File: src/rtl/eth_pkg.sv
// Shared types and defaults for the Ethernet transmit arbiter.
// Holds the FSM encoding, arbitration modes and timing defaults.
package eth_pkg;

  typedef enum logic [1:0] {
    ST_IDLE  = 2'd0,
    ST_GRANT = 2'd1,
    ST_XMIT  = 2'd2,
    ST_GAP   = 2'd3
  } state_e;

  localparam int ARB_RR    = 0;
  localparam int ARB_FIXED = 1;

  localparam int IFG_DEF       = 12;
  localparam int START_TO_DEF  = 64;
  localparam int MAX_FRAME_DEF = 1600;

  function automatic int max3(input int a, input int b, input int c);
    int m;
    m = (a > b) ? a : b;
    return (m > c) ? m : c;
  endfunction

endpackage

File: src/rtl/eth_rr_pick.sv
// Combinational winner select: rotating search from ptr+1,
// or plain lowest-index-first when fixed_i is set.
module eth_rr_pick #(
  parameter int N_CH = 3,
  parameter int IW   = 2
) (
  input  logic [N_CH-1:0] req_i,
  input  logic [IW-1:0]   ptr_i,
  input  logic            fixed_i,
  output logic [N_CH-1:0] gnt_o,
  output logic [IW-1:0]   idx_o,
  output logic            any_o
);

  int c;

  always_comb begin
    gnt_o = '0;
    idx_o = '0;
    any_o = 1'b0;
    c     = 0;
    for (int k = 0; k < N_CH; k++) begin
      c = fixed_i ? k : (int'(ptr_i) + 1 + k) % N_CH;
      if (!any_o && req_i[c]) begin
        any_o    = 1'b1;
        gnt_o[c] = 1'b1;
        idx_o    = IW'(c);
      end
    end
  end

endmodule

File: src/rtl/eth_tx_arbiter.sv
// GMII transmit arbiter: grants one source per frame, forwards its
// stream one cycle late, enforces start/overrun timeouts and the IFG.
module eth_tx_arbiter
  import eth_pkg::*;
#(
  parameter int N_CH          = 3,
  parameter int DW            = 8,
  parameter int ARB_MODE      = ARB_RR,
  parameter int IFG_CYCLES    = IFG_DEF,
  parameter int START_TIMEOUT = START_TO_DEF,
  parameter int MAX_FRAME     = MAX_FRAME_DEF
) (
  input  logic                     clk,
  input  logic                     rst,
  input  logic [N_CH-1:0]          ch_req,
  output logic [N_CH-1:0]          ch_gnt,
  input  logic [N_CH-1:0]          ch_tx_en,
  input  logic [N_CH*DW-1:0]       ch_txd,
  output logic                     gmii_tx_en,
  output logic [DW-1:0]            gmii_txd,
  output logic [$clog2(N_CH)-1:0]  gnt_id,
  output logic                     busy,
  output logic                     err_timeout
);

  localparam int IW = $clog2(N_CH);
  localparam int CW =
    $clog2(max3(IFG_CYCLES, START_TIMEOUT, MAX_FRAME) + 1);

  state_e          state_q, state_d;
  logic [CW-1:0]   cnt_q, cnt_d;
  logic [N_CH-1:0] gnt_q, gnt_d, win;
  logic [IW-1:0]   gid_q, gid_d, ptr_q, ptr_d, win_idx;
  logic            win_any, en_q, en_d, err_q, err_d, sel_en;
  logic [DW-1:0]   txd_q, txd_d, sel_d;

  eth_rr_pick #(
    .N_CH (N_CH),
    .IW   (IW)
  ) u_pick (
    .req_i   (ch_req),
    .ptr_i   (ptr_q),
    .fixed_i (ARB_MODE == ARB_FIXED),
    .gnt_o   (win),
    .idx_o   (win_idx),
    .any_o   (win_any)
  );

  assign sel_en = ch_tx_en[gid_q];
  assign sel_d  = ch_txd[int'(gid_q)*DW +: DW];

  always_comb begin
    state_d = state_q;
    cnt_d   = cnt_q + CW'(1);
    gnt_d   = gnt_q;
    gid_d   = gid_q;
    ptr_d   = ptr_q;
    en_d    = 1'b0;
    txd_d   = '0;
    err_d   = 1'b0;
    unique case (state_q)
      ST_IDLE: begin
        cnt_d = '0;
        if (win_any) begin
          state_d = ST_GRANT;
          gnt_d   = win;
          gid_d   = win_idx;
          ptr_d   = win_idx;
        end
      end
      ST_GRANT: begin
        if (sel_en) begin
          state_d = ST_XMIT;
          cnt_d   = '0;
          en_d    = 1'b1;
          txd_d   = sel_d;
        end else if (!ch_req[gid_q] ||
                     cnt_q == CW'(START_TIMEOUT-1)) begin
          state_d = ST_IDLE;
          cnt_d   = '0;
          gnt_d   = '0;
          err_d   = ch_req[gid_q];
        end
      end
      ST_XMIT: begin
        // cnt counts XMIT cycles; the first enabled cycle was in GRANT
        if (!sel_en || cnt_q == CW'(MAX_FRAME-1)) begin
          state_d = ST_GAP;
          cnt_d   = '0;
          gnt_d   = '0;
          err_d   = sel_en;
        end else begin
          en_d  = 1'b1;
          txd_d = sel_d;
        end
      end
      ST_GAP: begin
        if (cnt_q == CW'(IFG_CYCLES-1)) begin
          state_d = ST_IDLE;
          cnt_d   = '0;
        end
      end
      default: state_d = ST_IDLE;
    endcase
  end

  always_ff @(posedge clk) begin
    if (rst) begin
      state_q <= ST_IDLE;
      cnt_q   <= '0;
      gnt_q   <= '0;
      gid_q   <= '0;
      ptr_q   <= IW'(N_CH-1);
      en_q    <= 1'b0;
      txd_q   <= '0;
      err_q   <= 1'b0;
    end else begin
      state_q <= state_d;
      cnt_q   <= cnt_d;
      gnt_q   <= gnt_d;
      gid_q   <= gid_d;
      ptr_q   <= ptr_d;
      en_q    <= en_d;
      txd_q   <= txd_d;
      err_q   <= err_d;
    end
  end

  assign ch_gnt      = gnt_q;
  assign gmii_tx_en  = en_q;
  assign gmii_txd    = txd_q;
  assign gnt_id      = gid_q;
  assign busy        = (state_q != eth_pkg::ST_IDLE);
  assign err_timeout = err_q;

endmodule
File: config.mk
export PLATFORM = sky130hd
export DESIGN_NAME = eth_tx_arbiter
export DESIGN_NICKNAME = d
export VERILOG_FILES = /design/src/rtl/eth_pkg.sv /design/src/rtl/eth_rr_pick.sv /design/src/rtl/eth_tx_arbiter.sv
export SDC_FILE = /design/constraint.sdc
export NUM_CORES = 1
export LEC_CHECK = 0
export BUFFER_PORTS_ARGS = -buffer_cell sky130_fd_sc_hd__buf_2
export CORE_MARGIN = 10
export CORE_UTILIZATION = 55
export CTS_CLUSTER_SIZE = 14
export DETAILED_ROUTE_END_ITERATION = 10
export PLACE_DENSITY = 0.93
export SETUP_SLACK_MARGIN = 0.3
export SLEW_MARGIN = 0
export SYNTH_ARGS = -nofsm -noshare
export SYNTH_HDL_FRONTEND = slang
export SYNTH_HIERARCHICAL = 1
export SYNTH_SLANG_ARGS = --single-unit
export TNS_END_PERCENT = 20
File: constraint.sdc
create_clock -name clk -period 5.3 [get_ports clk]
set_input_delay 1.06 -clock clk [delete_from_list [all_inputs] [get_ports clk]]
set_output_delay 1.06 -clock clk [all_outputs]
set_load 0.1 [all_outputs]
=== Yosys cells after proc, flatten, opt, wreduce, memory -nomap -nowiden ===
Cells that the tools add are included.

* Logic and storage cells: 108
* Output and inout port bits: 16
* Input bits: 32
* Flip-flop bits (word level): 30

* Div/mod/pow operators: 3
* Mux-type cells: 54
* Bitwise operators: 2
* Add/subtract/negate cells: 4
* $lt $le $gt $ge: 7
* Equality and inequality tests: 12
* Shift operators: 1
* Reduce and logical (&&, ||, !) cells: 17

{| class="wikitable"
|+ Operator list
! kind !! count
|-
| >= comparator 32 x 1 -> 1 bit (second input constant) || 3
|-
| < comparator 32 x 4 -> 1 bit (second input constant) || 3
|-
| remainder unit 32 x 3 -> 32 bit (second input constant) || 3
|-
| two-way mux 11 bit || 4
|-
| one-hot mux 11 bit (4 select lines) || 1
|-
| adder 32 x 2 -> 32 bit (second input constant) || 1
|-
| adder 32 x 3 -> 32 bit (second input constant) || 1
|-
| indexed part select 24 x 6 -> 8 bit || 1
|-
| two-way mux 3 bit || 7
|-
| two-way mux 1 bit || 19
|-
| two-way mux 2 bit || 8
|-
| two-way mux 8 bit || 2
|-
| one-hot mux 8 bit (2 select lines) || 1
|-
| adder 11 x 1 -> 11 bit (second input constant) || 1
|-
| == test 11 bit (second input constant) || 1
|-
| == test 11 x 4 -> 1 bit (second input constant) || 1
|-
| == test 11 x 6 -> 1 bit (second input constant) || 1
|-
| binary-select mux 1 bit (select 2 bit) || 5
|-
| one-hot mux 3 bit (3 select lines) || 1
|-
| != test 2 bit (second input constant) || 4
|-
| one-hot mux 2 bit (4 select lines) || 1
|-
| demux 1 bit (select 2 bit) || 3
|-
| OR 3 bit || 2
|-
| logical AND 1 bit || 5
|-
| 15 further kinds || 21
|}

=== Longest topological paths before layout ===
Gate-level depths: netlist of the first run.

* Depth after elaboration: 14
* Depth in mapped cells: 15
* Gate-level depth less buffers: 15

=== Modules after synthesis ===
Netlist of the first run, hierarchy kept.

{| class="wikitable"
|+ Modules (own cells, without submodules)
! module !! cells an instance !! area each (um^2) !! instances !! seq. area each (um^2)
|-
| eth_tx_arbiter || 173 || 1468.9 || 1 || 580.6
|-
| eth_rr_pick || 100 || 714.4 || 1 || 0.0
|}

=== Worst setup path after synthesis of the first run ===
OpenSTA, ideal clock, no wires.

* Path type: register -> register
* From: reg gid_q[0] (netlist: gnt_id[0])
* To: reg gnt_q[1] (netlist: ch_gnt[1])
* Path slack: 2081 ps
* Library setup time: 116 ps
* Cell stages (with the launch flop): 14
* Buffers on the path: 1
* Period minus slack after synthesis: 3219 ps
* Arrival time: 3103 ps
* Data required time: 5184 ps
* Cells stage by stage: dfxtp_1 -> inv_1 -> ha_1 -> inv_1 -> ha_1 -> clkbuf_1 -> ha_1 -> o21ai_2 -> ha_1 -> a221o_1 -> o211a_1 -> a211o_1 -> nor3b_1 -> a31o_2

* Word-level cells in the longest chain between the ends: 6
* Elaborated cells on any way between the ends: 12
* Classes of those cells: 3 x eq/ne; 4 x mux; 5 x reduce/logical

{| class="wikitable"
|+ RTL lines
! what !! line !! source
|-
| from (decl) || eth_tx_arbiter.sv:33 || <nowiki>logic [IW-1:0] gid_q, gid_d, ptr_q, ptr_d, win_idx;</nowiki>
|-
| from (signal assigned) || eth_tx_arbiter.sv:121 || <nowiki>gid_q <= gid_d;</nowiki>
|-
| binary-select mux 1 bit (select 2 bit), on equally long branches || eth_tx_arbiter.sv:77, eth_tx_arbiter.sv:49 ||
|-
| two-way mux 1 bit, on equally long branches || eth_tx_arbiter.sv:77, eth_tx_arbiter.sv:49 ||
|-
| zero test 1 bit, on equally long branches || eth_tx_arbiter.sv:77, eth_tx_arbiter.sv:87 ||
|-
| logical OR 1 bit, on equally long branches || eth_tx_arbiter.sv:77, eth_tx_arbiter.sv:87 ||
|-
| != test 2 bit (no line) || -- ||
|-
| AND reduction 5 bit (no line) (*) || -- ||
|-
| to (signal assigned) || eth_tx_arbiter.sv:120 || <nowiki>gnt_q <= gnt_d;</nowiki>
|-
| to (decl) || eth_tx_arbiter.sv:32 || <nowiki>logic [N_CH-1:0] gnt_q, gnt_d, win;</nowiki>
|}

Every way passes the cells marked *; elsewhere a longest branch is shown, timed or not. The select of a mux whose other input is x is not followed.
A chain may end at the register's enable or synchronous reset.

=== Worst setup path in the final report of the first run ===
Ends and elaborated chain as after synthesis.

==> reports/metrics.cfg, run 1 <==
[run_status]
status=completed

[power]
pwr-share-clk_pct=13.5
power_switching_share_pct=52.4
p_leak_nw=1.11
power_switching_mw=0.668
seqPwrFrac_pct=23.0
ir_drop_uv=338
powerDensity_mw_per_mm2=510
p_comb_share_pct=63.5
p_int_mw=0.608

[cells_and_area]
fin_util_pct=66.9
drive_gt1_share_pct=20.8
syn_to_final_growth_pct=14.7
antennaDiodeCount=0
fin_area_mm2=0.00250
fin_nets=369

[sta]
slew_headroom_pct=44.7
tns_ps=0
fin_crit_sh_pct=72.5
setup_violations=0
slew_viol_final=0
fmax_mhz=260
tightest_slew_ps=825
hold_viol=0
clock_skew_ps=10.1
finalCriticalPeriod_ps=3840
rsz0062_at_grt=false

[clock_tree]
cts-htree-levels=2
ctsLongestPathBuffers=2
clock-sinks=29
post_cts_resize_count=0
cts_root_buf=clkbuf_8
cts_tree=done
post_cts_buffers=0
cts_buffers=5
clkLatencyLatePin_ps=280
postCtsHoldBufs=0
clk_pin_slew_ps=70

[detailed_routing]
wl_per_cell_um=14.8
drc=0
dr.pass1.iters=5
routed_via_density=5.79
drt_wl_total_mm=5.41
via_count=2120
ant_nets=0
first_iter_violations=194

[yosys]
ys_types=58
synthCells=273
avgSynthCellArea_um2=8.00
ys.flop_type=dfxtp_1
ys_seq_area_share_pct=26.6
synth_edf_count=0
yosys_warnings=6
yosysTopAreaCellShare_pct=26.6
synth-async-reset-ratio_pct=0
syn_area_mm2=0.00218
netlist_top_cells_area=dfxtp_1 (27%), ha_1 (11%), nor2_1 (6.4%), mux2i_1 (5.5%), a21oi_1 (4.4%)
yosysTopAreaCell=dfxtp_1
synth-seq-cells=29

[run]
max_cap_violations=0

[worst_setup_path]
required_ps=5470
criticalPathCategory=reg2reg
cp_data_arrival_time_ps=4010
end_kind=flip-flop
critical_path.max_fanout=22
critPathLaunchType=flip-flop

[die]
initial_core_util_pct=58.3
die_x_um=83.0
fp.dieArea_mm2=0.00689
std_cell_rows=22
core_mm2=0.00374
boundaryPins=48
fp.dieH_um=83.0

[grt]
grtUsageMet1_pct=17.6
grt_start_max_net_pins=23
grt_first_pass_wirelength_mm=9.21
grtUsageTotal_pct=15.0
globalRoute.busiestLayer=met2
grt_pass1_vias=2143
globalRouteMet3Util_pct=4.88
overflow=0
met2_usage_pct=24.7
antenna_found_initial=0

[placement]
placed_cell_area_mm2=0.00242
gp_congestion=0.903
dp_hpwl_mm=4.16
port_buffers=47

[worst_hold_path]
hold_path.class=reg2reg

per-stage QoR:
step / std cells / hold WS, ps / worst slack [ps] / power, mW
final: 366 / 488 / 1460 / 1.28
after detailed placement: 358 / 472 / 1500 / 1.09
after floorplan: 276 / 438 / 2080 / 0.956
after CTS: 366 / 488 / 1490 / 1.27
after global placement: 358 / 457 / 1640 / 1.06
after global routing: 366 / 553 / 1200 / 1.38
worst max-delay path: stages (launching register included):
cell	delay [ps]
dfxtp_1	790
inv_1	230
ha_1	560
and3b_1	330
ha_1	290
o21ai_2	140
ha_1	240
a221o_1	360
o211a_1	130
a211o_1	280
nor3b_1	130
a31o_2	240
power groups by stage:
stage	Clock, mW	Combinational, mW	Sequential (mW)
floorplan	0	0.587	0.368
finish	0.172	0.811	0.293
global placement	0	0.766	0.295
CTS	0.178	0.796	0.293
detailed placement	0	0.790	0.298
global route	0.183	0.901	0.299
flip-flops by register name, summed over array words and instances, names as in the netlist, named ones only:
name / cells
ptr_q: 1
gmii_tx_en: 1
gmii_txd: 8
gnt_id: 2
state_q: 1
ch_gnt: 3
cnt_q: 11
err_timeout: 1
synthesized netlist by cell type, drive strengths merged (2+ instances only):
cell,instances
a2111oi,2
a21oi,19
a221oi,2
a31o,3
and3,6
and3b,2
and4,2
buf,8
clkbuf,5
dfxtp,29
ha,20
inv,20
mux2i,12
nand2,21
nand2b,3
nand3,12
nand3b,2
nand4,5
nor2,37
nor2b,5
nor3,3
nor3b,3
nor4,3
nor4b,2
o2111ai,2
o211a,2
o21ai,13
o311ai,2
xnor2,2
xor2,8
final cells by class:
cell class,count,area [µm²]
clock buffers,5,68.8
flip-flops and latches,29,581
multi-input cells,214,1470
well taps,48,60.1
clock inverters,3,17.5
fillers,324,1240
repair buffers,47,235
inverters,20,75.1
cells in the final DEF (no fill, tap or decap), drive strengths merged, types with 3 or more instances in the layout:
cell | synthesis | layout
a31o | 3 | 3
dfxtp | 29 | 29
nand2 | 21 | 21
buf | 8 | 47
nand2b | 3 | 3
nor4 | 3 | 3
clkbuf | 5 | 5
o21ai | 13 | 13
ha | 20 | 20
mux2i | 12 | 12
and3 | 6 | 6
nor3b | 3 | 3
inv | 20 | 20
nand3 | 12 | 12
conb | 1 | 4
a21oi | 19 | 19
nor3 | 3 | 3
xor2 | 8 | 8
nor2 | 37 | 37
nand4 | 5 | 5
nor2b | 5 | 5
final timing paths:
path,startpoint,to,slack [ps],cells past startpoint
worst max-delay path,gnt_id[0],ch_gnt[1],1460,11
worst max register to register,gnt_id[0],ch_gnt[1],1460,11
worst min-delay path,cnt_q[0],cnt_q[0],490,1
worst min register to register,cnt_q[0],cnt_q[0],490,1
logic make-up (layout without fill, tap and decap cells):
logic type / Yosys count / after routing / synth area share [%]
xor+xnor: 10 / 10 / 4.01
simple gates: 112 / 112 / 27.6
other cells: 1 / 4 / 0.172
fa+ha+maj: 20 / 20 / 11.5
mux: 12 / 12 / 5.50
compound gates: 56 / 56 / 17.9
buf+inv: 33 / 75 / 6.76
flops: 29 / 29 / 26.6
routing by layer:
| metal | wire, µm | share of wire [%] |
|---|---|---|
| met1 | 2340 | 43 |
| met2 | 2570 | 48 |
| met3 | 430 | 8.0 |
| met4 | 63 | 1.2 |
| met5 | 0 | 0 |
No activity file was read; power rests on OpenSTA's default activity.
==> run 2: changes to the inputs <==
--- a/config.mk
+++ b/config.mk
@@ -5,12 +5,13 @@
 export SDC_FILE = /design/constraint.sdc
 export NUM_CORES = 1
 export LEC_CHECK = 0
+export ABC_AREA = 1
 export BUFFER_PORTS_ARGS = -buffer_cell sky130_fd_sc_hd__buf_2
 export CORE_MARGIN = 10
 export CORE_UTILIZATION = 55
 export CTS_CLUSTER_SIZE = 14
 export DETAILED_ROUTE_END_ITERATION = 10
-export PLACE_DENSITY = 0.93
+export PLACE_DENSITY = 0.92
 export SETUP_SLACK_MARGIN = 0.3
 export SLEW_MARGIN = 0
 export SYNTH_ARGS = -nofsm -noshare
==> constraint.sdc (replaced) <==
create_clock -name clk -period 4 [get_ports clk]
set_input_delay 0.8 -clock clk [delete_from_list [all_inputs] [get_ports clk]]
set_output_delay 0.8 -clock clk [all_outputs]
set_load 0.1 [all_outputs]
==> run 2 against run 1 <==
Net effect:
- first-iteration DRC count is 42% lower
- hold slack worse by 5.8 ps
- die area rose by 4.7%
- sequential share of layout area decreased by 1.5 points
- total power increased by 44%
- synthesized area up 6.2%
- clock skew down 3.9 ps
- maximum frequency up 28%
- final area up 6.7%
- global-route usage rose by 0.37 points
- critical path depth is 6 higher
- routed wire length up 4.9%
- largest power group unchanged
==> reports/metrics.cfg, run 2 <==
[yosys]
yosys_warnings=6
synth-async-reset-ratio_pct=0
avgSynthCellArea_um2=7.18
syn_area_mm2=0.00232
synth-seq-cells=29
yosysTopAreaCell=dfxtp_1
ys.flop_type=dfxtp_1
ys_seq_area_share_pct=25.0
synthCells=323
netlist_top_cells_area=dfxtp_1 (25%), ha_1 (11%), nand2_1 (9.1%), nand3_1 (7.1%), nor2_1 (6.5%)
netlist_top_cells_count=nand2_1 (56), nor2_1 (40), inv_1 (37), nand3_1 (33), dfxtp_1 (29)
synth_edf_count=0
yosysMostFrequentCell=nand2_1
yosysTopAreaCellShare_pct=25.0
ys_types=33

[placement]
placed_cell_area_mm2=0.00258
gp_congestion=0.928
port_buffers=47
dp_hpwl_mm=4.50

[die]
core_mm2=0.00403
initial_core_util_pct=57.5
die_x_um=84.9
std_cell_rows=23
fp.dieH_um=84.9
fp.dieArea_mm2=0.00721
boundaryPins=48

[worst_setup_path]
cp_cell_sequence=inv_1, ha_1, nand2_1, nor2_2, ha_1, o21ai_0, ha_1, nand2_1, nand2_1, nand3_1, nand2_1, nand2_1, nand3_1, nand2_1, nand2_1, o21ai_0, nor2_1
cp_data_arrival_time_ps=3190
required_ps=4180
reg2reg_slack_ps=990
ff2ff_path_depth=17
criticalPathCategory=reg2reg
crit_top_cell=nand2_1
timing.rr.start=gnt_id[0]
cpPeakStageDelay_ps=630
path_buf_inv=1
reg2reg_to=ch_gnt[2]
critPathLaunchType=flip-flop
end_kind=flip-flop
critical_path.max_fanout=11
cp_top_family=adder cells
crit_slowest_cell=dfxtp_1

[clock_tree]
clkLatencyLatePin_ps=280
clock-sinks=29
cts_buffers=5
postCtsHoldBufs=0
clk_pin_slew_ps=70
post_cts_resize_count=0
cts_tree=done
cts-htree-levels=2
ctsLongestPathBuffers=2
post_cts_buffers=0
cts_root_buf=clkbuf_8

[sta]
finalCriticalPeriod_ps=3010
tns_ps=0
fmax_mhz=332
clock_skew_ps=6.10
hold_viol=0
slew_viol_final=0
setup_violations=0
rsz0062_at_grt=false
fin_crit_sh_pct=75.3

[detailed_routing]
drc=0
drt_wl_total_mm=5.67
routed_via_density=5.29
dr.pass1.iters=4
via_count=2252
wl_per_cell_um=13.3
first_iter_violations=113
ant_nets=0

[worst_hold_path]
min_from=cnt_q[0]
hold_end=cnt_q[0]
hold_path.class=reg2reg
holdPathStages=1

[cells_and_area]
largest_reg_flops=11
fin_nets=427
max_flop_register=cnt_q
fillers=344
syn_to_final_growth_pct=15.3
drive_gt1_share_pct=27.9
fin_area_mm2=0.00267
layout_common_cells=nand2_1 (56), buf_2 (47), nor2_1 (40)
antennaDiodeCount=0
layout_commonest_cell=nand2_1

[run_status]
status=completed

[grt]
grt_start_max_net_pins=12
overflow=0
grt_first_pass_wirelength_mm=9.59
antenna_found_initial=0
grt_pass1_vias=2255
grtUsageTotal_pct=15.4

[power]
p_leak_nw=1.30
powerDensity_mw_per_mm2=689
ir_drop_uv=475

[run]
max_cap_violations=0

run 2: cell count changes in the layout (fill, tap and decap cells not counted), sizes merged, moves of 13 or more:
cell,delta
a21oi,-14
inv,+22
nand2,+44
nand3,+27
nor2,+17
nor3,+13
run 2: stage by stage:
| stage | setup slack [ps] | hold slack [ps] | total power, mW | instances | utilization, % |
|---|---|---|---|---|---|
| floorplan | 1200 | 439 | 1.41 | 328 | - |
| global placement | 1130 | 465 | 1.56 | 418 | 64.1 |
| detailed placement | 996 | 462 | 1.59 | 418 | 64.1 |
| CTS | 977 | 475 | 1.84 | 426 | 66.3 |
| global route | 598 | 502 | 1.99 | 426 | 66.3 |
| finish | 988 | 482 | 1.84 | 426 | 66.3 |
run 2: cells by family after synthesis:
family	count (synthesis)	share of synthesized area, %
xor+xnor	7	2.64
compound gates	36	9.88
flops	29	25.0
simple gates	180	42.0
fa+ha+maj	20	10.8
buf+inv	50	9.44
other cells	1	0.162
run 2: final cells by class:
type | count | area, µm² | share of cell area, %
Multi-Input combinational cell | 249 | 1540 | 57.5
Sequential cell | 29 | 581 | 21.7
Timing Repair Buffer | 48 | 243 | 9.08
Inverter | 42 | 158 | 5.90
Clock buffer | 5 | 68.8 | 2.57
Tap cell | 50 | 62.6 | 2.34
Clock inverter | 3 | 22.5 | 0.843
run 2: worst max-delay path by stage:
stage                           end  depth (start not counted)  startpoint
after floorplan           ch_gnt[2]                         18   gnt_id[0]
after CTS                 ch_gnt[1]                         17   gnt_id[0]
after global placement    ch_gnt[1]                         17   gnt_id[0]
final                     ch_gnt[2]                         17   gnt_id[0]
after global routing      ch_gnt[0]                         17   gnt_id[0]
after detailed placement  ch_gnt[1]                         17   gnt_id[0]
run 2: layer usage:
layer	vias up	global-route usage, %	part of all wire [%]
met3	11	4.02	6.4
met4	0	6.44	2.2
met2	71	28.6	50
met1	1035	15.9	42
li1	1135	-	-
met5	-	0	0
run 2: power breakdown:
part / internal, mW / leakage (nW) / switching, mW / total (mW)
logic: 0.357 / 1.03 / 0.859 / 1.22
registers: 0.333 / 0.235 / 0.0487 / 0.382
clock network: 0.122 / 0.0364 / 0.120 / 0.242
total: 0.812 / 1.30 / 1.03 / 1.84
